**config.mk**
```make
export PLATFORM = sky130hd
export DESIGN_NAME = wb_write_stage
export DESIGN_NICKNAME = d
export VERILOG_FILES = /design/src/rtl/wb_write_stage_pkg.sv /design/src/rtl/dec5_32_en.sv /design/src/rtl/wb_write_stage.sv
export SDC_FILE = /design/constraint.sdc
export NUM_CORES = 1
export LEC_CHECK = 0
export ABC_CLOCK_PERIOD_IN_PS = 4940
export CELL_PAD_IN_SITES_DETAIL_PLACEMENT = 0
export CELL_PAD_IN_SITES_GLOBAL_PLACEMENT = 1
export CORE_ASPECT_RATIO = 0.75
export CORE_MARGIN = 1
export CORE_UTILIZATION = 35
export DETAILED_ROUTE_END_ITERATION = 8
export PLACE_DENSITY = 0.72
export RECOVER_POWER = 50
export SLEW_MARGIN = 20
export SYNTH_ARGS = -nofsm -noshare
export SYNTH_HDL_FRONTEND = slang
export SYNTH_HIERARCHICAL = 1
export SYNTH_SLANG_ARGS = --single-unit
```
**constraint.sdc**
```tcl
create_clock -name clk -period 4.94 [get_ports clk]
set_input_delay 0.988 -clock clk [delete_from_list [all_inputs] [get_ports clk]]
set_output_delay 0.988 -clock clk [all_outputs]
set_load 0.02 [all_outputs]
```
**src/rtl/wb_write_stage_pkg.sv**
```systemverilog
// Shared definitions for the write-back stage: register addressing, the zero-register
// index and the layout of one pending {rd, data} write.
package wb_write_stage_pkg;

  localparam int REG_ADDR_W = 5;
  localparam logic [REG_ADDR_W-1:0] XZR = 5'd31;

  // Storage width of one pending write; the stage's DATA_W must not exceed it.
  localparam int ENTRY_DATA_W = 64;

  typedef struct packed {
    logic [REG_ADDR_W-1:0]   rd;
    logic [ENTRY_DATA_W-1:0] data;
  } wb_entry_t;

endpackage

```
**src/rtl/dec5_32_en.sv**
```systemverilog
// 5-to-32 one-hot decoder with enable; all outputs low while en is low.
module dec5_32_en (
  input  logic [4:0]  code,
  input  logic        en,
  output logic [31:0] out
);

  always_comb begin
    // NOTE: default assignment first so no path leaves out unassigned (no latch).
    out = '0;
    if (en) out[code] = 1'b1;
  end

endmodule

```
**src/rtl/wb_write_stage.sv**
```systemverilog
// Register-file write-back stage: 2-entry FIFO of pending writes drained into a one-hot write port.
// Optional forwarding of the youngest pending write is built when WB_FWD_EN is defined.
module wb_write_stage
  import wb_write_stage_pkg::*;
#(
  parameter int DATA_W   = 64,
  parameter int NUM_REGS = 32
) (
  input  logic                  clk,
  input  logic                  reset,
  input  logic                  in_valid,
  input  logic                  in_regwrite,
  input  logic [REG_ADDR_W-1:0] in_rd,
  input  logic [DATA_W-1:0]     in_data,
  output logic                  in_ready,
  input  logic                  port_busy,
  output logic [NUM_REGS-1:0]   wr_en,
  output logic [DATA_W-1:0]     wr_data
`ifdef WB_FWD_EN
  ,
  output logic                  fwd_valid,
  output logic [REG_ADDR_W-1:0] fwd_rd,
  output logic [DATA_W-1:0]     fwd_data
`endif
);

  wb_entry_t   fifo [2];
  wb_entry_t   head;
  wb_entry_t   new_entry;
  logic        wr_ptr;
  logic        rd_ptr;
  logic [1:0]  count;
  logic        ready_q;
  logic        non_empty;
  logic        accept;
  logic        push;
  logic        pop;
  logic [31:0] dec_out;

  // Readiness comes only from registered state; ready_q keeps it low until the first edge out of reset.
  assign in_ready  = ready_q && (count != 2'd2);
  assign non_empty = (count != 2'd0);
  assign accept    = in_valid && in_ready;
  assign push      = accept && in_regwrite && (in_rd != XZR);
  assign pop       = non_empty && !port_busy;
  assign head      = fifo[rd_ptr];

  assign new_entry.rd   = in_rd;
  assign new_entry.data = ENTRY_DATA_W'(in_data);

  // NOTE: sequential state uses non-blocking assignments so every flop samples pre-edge values.
  always_ff @(posedge clk or negedge reset) begin
    if (!reset) begin
      count   <= 2'd0;
      wr_ptr  <= 1'b0;
      rd_ptr  <= 1'b0;
      ready_q <= 1'b0;
    end else begin
      ready_q <= 1'b1;
      if (push) wr_ptr <= ~wr_ptr;
      if (pop)  rd_ptr <= ~rd_ptr;
      case ({push, pop})
        2'b10:   count <= count + 2'd1;
        2'b01:   count <= count - 2'd1;
        default: count <= count;
      endcase
    end
  end

  // NOTE: storage is not reset; occupancy alone decides which entries are meaningful.
  always_ff @(posedge clk) begin
    if (push) fifo[wr_ptr] <= new_entry;
  end

  dec5_32_en u_dec (
    .code (head.rd),
    .en   (pop),
    .out  (dec_out)
  );

  assign wr_en   = NUM_REGS'(dec_out);
  assign wr_data = non_empty ? DATA_W'(head.data) : '0;

`ifdef WB_FWD_EN
  wb_entry_t youngest;

  // The most recent push sits one slot behind the write pointer.
  assign youngest  = fifo[~wr_ptr];
  assign fwd_valid = non_empty;
  assign fwd_rd    = non_empty ? youngest.rd : '0;
  assign fwd_data  = non_empty ? DATA_W'(youngest.data) : '0;
`endif

endmodule

```
# == Word level (Yosys, flattened, before mapping) ==
# Memory sizes are Yosys's and may differ from the RTL's.
# Index checks and enable logic that the tools add are counted.
# classes
n_addsub,2
n_lt_le_gt_ge,2
n_eq_ne,4
n_mux,7
bitwise_logic,2
reduce_logical,9
# op_table
operator,n
$mux 64,1
$mux 32,1
$logic_and 1x1->1,6
$lt 5x6->1 const B,1
$demux 1 s5,1
$ge 5x1->1 const B,1
$ne 5x5->1 const B,1
$pmux 2 s2,1
$reduce_bool 2->1,2
$mux 1,3
$add 2x1->2 const B,1
$eq 2x1->1 const B,1
$eq 2x2->1 const B,1
$ne 2x2->1 const B,1
$not 1->1,2
$sub 2x1->2 const B,1
$logic_not 1->1,1
# word_totals
reg_bits,5
mem_bits_rw,138
memories,1
# mem_list
memory,depth,word_bits,read_ports,rd_ports_with_merged_regs,wr,line_no,rtl
fifo,2,69,1,0,1,wb_write_stage.sv:27,wb_entry_t fifo [2];

# == Logic depth before layout (Yosys ltp) ==
# logic_depth
word_depth,7
depth_mapped,7
mapped_depth_nobuf,7

# == Modules after synthesis ==
# Netlist, hierarchy kept.
# modules_own_cells
mod,n_inst,cells_per_inst,area_each_um2,seq_area_each_um2
wb_write_stage,1,309,5413.9,4269.1
dec5_32_en,1,47,230.2,0.0

# == Worst setup path after synthesis ==
# OpenSTA, ideal clock, no wires.
# synth_path
kind,input-to-reg
from,input in_rd[1]
to,"memory fifo[0][0] in the netlist's numbering, enable pin"
arrival_ns,4.160
required_time_ns,4.443
slack_ns,0.283
path_stages,3
n_path_buf,0
path_cell_list,nand3_1 > o2111ai_4 > nor2_1
# synth_via
elab_chain_len,4
# synth_rtl
element,line_no,rtl
from (decl),wb_write_stage.sv:13,"input logic [REG_ADDR_W-1:0] in_rd,"
$ne 5x5->1,wb_write_stage.sv:44,assign push = accept && in_regwrite && (in_rd != XZR);
$logic_and 1x1->1,wb_write_stage.sv:44,
$mux 1,wb_write_stage.sv:72,if (push) fifo[wr_ptr] <= new_entry;
$mux 1 (implied by the code),wb_write_stage.sv:72,
to (decl),wb_write_stage.sv:27,
# No other way between the ends.

# == Worst setup path after layout ==
# layout_path
from,input in_rd[1]
to,"memory fifo[1][50] in the netlist's numbering, enable pin"
# Same word-level chain as after synthesis.

==> impl_metrics.ini <==
[grt]
use_met2 = 0.228
grt_use_total = 0.155
met3_usage = 0.0602
grt_pass1_wl_um = 19100
grt_max_degree = 38
overflow = 0
busiest_layer = met2
first_global_vias = 3540
met1_usage = 0.210
antenna_found_initial = 3

[finish]
layout.cells.non_filler = 753
drive_gt1_frac = 0.0823
layout.nets = 609
area_growth_syn_to_layout_pct = 45.1

[timing]
max_slew.worst_pin.slew_ps = 1680
max_clock_freq_ghz = 0.238
fin_tns_setup_ps = 0
skew_ps = 9.35
slew_viol_final = 35
relSlewSlack = -0.120
rsz0062_at_grt = false
setup_viol = 0
timing.final.crit_share = 0.849
hold_violations = 0
finalCriticalPeriod_ps = 4200

[setup_path]
timing.rr.start = count[0]$_DFFE_PN0P_
r2r_cells = 5
timing.rr.end = fifo[1][50]$_DFFE_PP_
required_ps = 4940
regToRegSetupSlack_ps = 1330
start_kind = primary input
path_class = in -> reg
end_kind = register
arrival_ps = 4190
worstPathMaxFanout = 34

[route]
viasPerCell = 4.58
drt_pass1_iterations = 6
postRouteAntennaNets = 0
drc_errors = 0
wire_per_inst_um = 16.5
via_count = 3448
wl_um = 12400
initialDrtViolationCount = 177

[clocking]
cts_tree = built
postCtsSetupRepairBufs = 0
numCtsBuffers = 17
clock_latency_ps = 410
cts_resized = 0
clockBufferDepth = 2
clkTransAtPathRegs_ps = 60
cts.htree.levels = 4
cts_root_buf = clkbuf_16
postCtsHoldBufs = 0
cts.sinks = 143

[power_and_ir_drop]
peakVddDrop_mv = 0.261
p_per_area_nw_per_um2 = 553
power_leakage_nw = 2.96
p_total_w = 0.00453

[synth]
yosys.area.top_type = edfxtp_1
ys_seq_area_frac = 0.756
synth_area_um2 = 5640
syn_nets = 431
ys_warn_count = 6
ys_types = 23
syn_area_per_cell_um2 = 15.9
ys_seq_elements = 143
synth_cells = 356
synth_top_area_frac = 0.734
yosys-top-cells-area = edfxtp_1 (73%), mux2i_1 (11%), nor2_1 (6.7%), dfrtp_1 (2.2%), buf_2 (1.3%)

[die]
core_area_um2 = 15500
die_width_um = 149
rows = 39
io_pins = 171
die_y_um = 112
dieArea_um2 = 16600
start_util = 0.365

[placement]
io_buffers = 170
place_congestion = 0.733
place_hpwl_um = 8170
dpl.cell_count = 720

[min_path]
hold_depth = 1
worst_hold_startpoint = wr_ptr$_DFFE_PN0P_
hold-path-endpoint = wr_ptr$_DFFE_PN0P_
hold_class = reg -> reg

[status]
violations = capacitance limit, slew limit
status = finished, violations left

[run]
cap_violations = 1
[critical path, cell delays in order]
cell and delay, ps:
dlygate4sd3_1 570, nand3_1 130, o2111ai_1 230, nor2_1 840, dlymetal6s4s_1 1400
[synthesized netlist by cell type]
cell type    n
o2111ai_4    1
ha_1         1
or4b_1       1
edfxtp_1   138
mux2_2       5
nor2_1     101
clkbuf_1     3
nand4bb_1    3
nand3_1      1
a21boi_2     1
nand2b_1     2
xnor2_1      3
nand4_1      1
inv_2        1
nand2_1      2
conb_1       1
dfrtp_1      5
nand4b_1     3
xor2_1       2
or2_2        1
mux2i_1     64
buf_2       15
inv_1        1
[state kept, by name (all words and copies together) (netlist names)]
name,cells
count,2
rd_ptr,1
fifo,138
ready_q,1
wr_ptr,1
[kinds of logic after synthesis]
| kind of cell | synth area share |
|---|---|
| simple gates | 0.0862 |
| buf+inv | 0.0166 |
| other cells | 0.000664 |
| xor+xnor | 0.00776 |
| compound gates | 0.00665 |
| mux | 0.123 |
| fa+ha+maj | 0.00222 |
| flops | 0.756 |
[report_power, final]
part	total, W	switching (W)	internal [W]
combinational	0.00166	0.000897	0.000760
sequential	0.00154	0.000109	0.00143
clock	0.00133	0.000484	0.000850
[how the worst max path moves through the flow]
| stage | from | end | slack [ps] | cells after the start |
|---|---|---|---|---|
| final | in_rd[1] | fifo[1][50]$_DFFE_PP_ | 740 | 5 |
| after CTS | rd_ptr$_DFFE_PN0P_ | wr_en[2] | 830 | 4 |
| after detailed placement | port_busy | wr_en[2] | 1030 | 6 |
| after global routing | in_rd[1] | fifo[1][50]$_DFFE_PP_ | 450 | 5 |
| after global placement | port_busy | wr_en[0] | 1030 | 6 |
| after floorplan | in_rd[1] | fifo[0][0]$_DFFE_PP_ | 280 | 3 |
[layout make-up]
type	instances	area [um^2]
Multi-Input combinational cell	193	1270
Sequential cell	143	4270
Tap cell	205	256
Fill cell	1270	7280
Inverter	2	7.51
Timing Repair Buffer	177	1760
Clock buffer	20	437
Antenna cell	1	2.50
Clock inverter	12	184
[layer usage]
metal / up-vias / share of wire
met3: 13 / 0.079
li1: 1659 / -
met4: 4 / 0.0067
met2: 127 / 0.45
met1: 1645 / 0.46
met5: - / 0.0022
[metrics by stage]
stage	area (um^2)	hold slack, ps	utilization	worst slack (ps)
4_1_cts	8230	559	0.532	832
6_report	8190	502	0.529	744
3_3_place_gp	7610	534	0.492	1030
5_1_grt	8190	525	0.529	453
2_1_floorplan	5640	467	-	283
3_5_place_dp	7610	542	0.492	1030
[placed cells by master (no fill, tap or decap), types with 4 or more instances in the layout]
cell               n
buf_4              6
bufinv_16          4
clkbuf_16         17
clkdlybuf4s50_1  100
dfrtp_1            4
dlygate4sd3_1     70
edfxtp_1         138
mux2_2             5
mux2i_1           64
nor2_1           100
No activity file was read; power rests on OpenSTA's default activity.
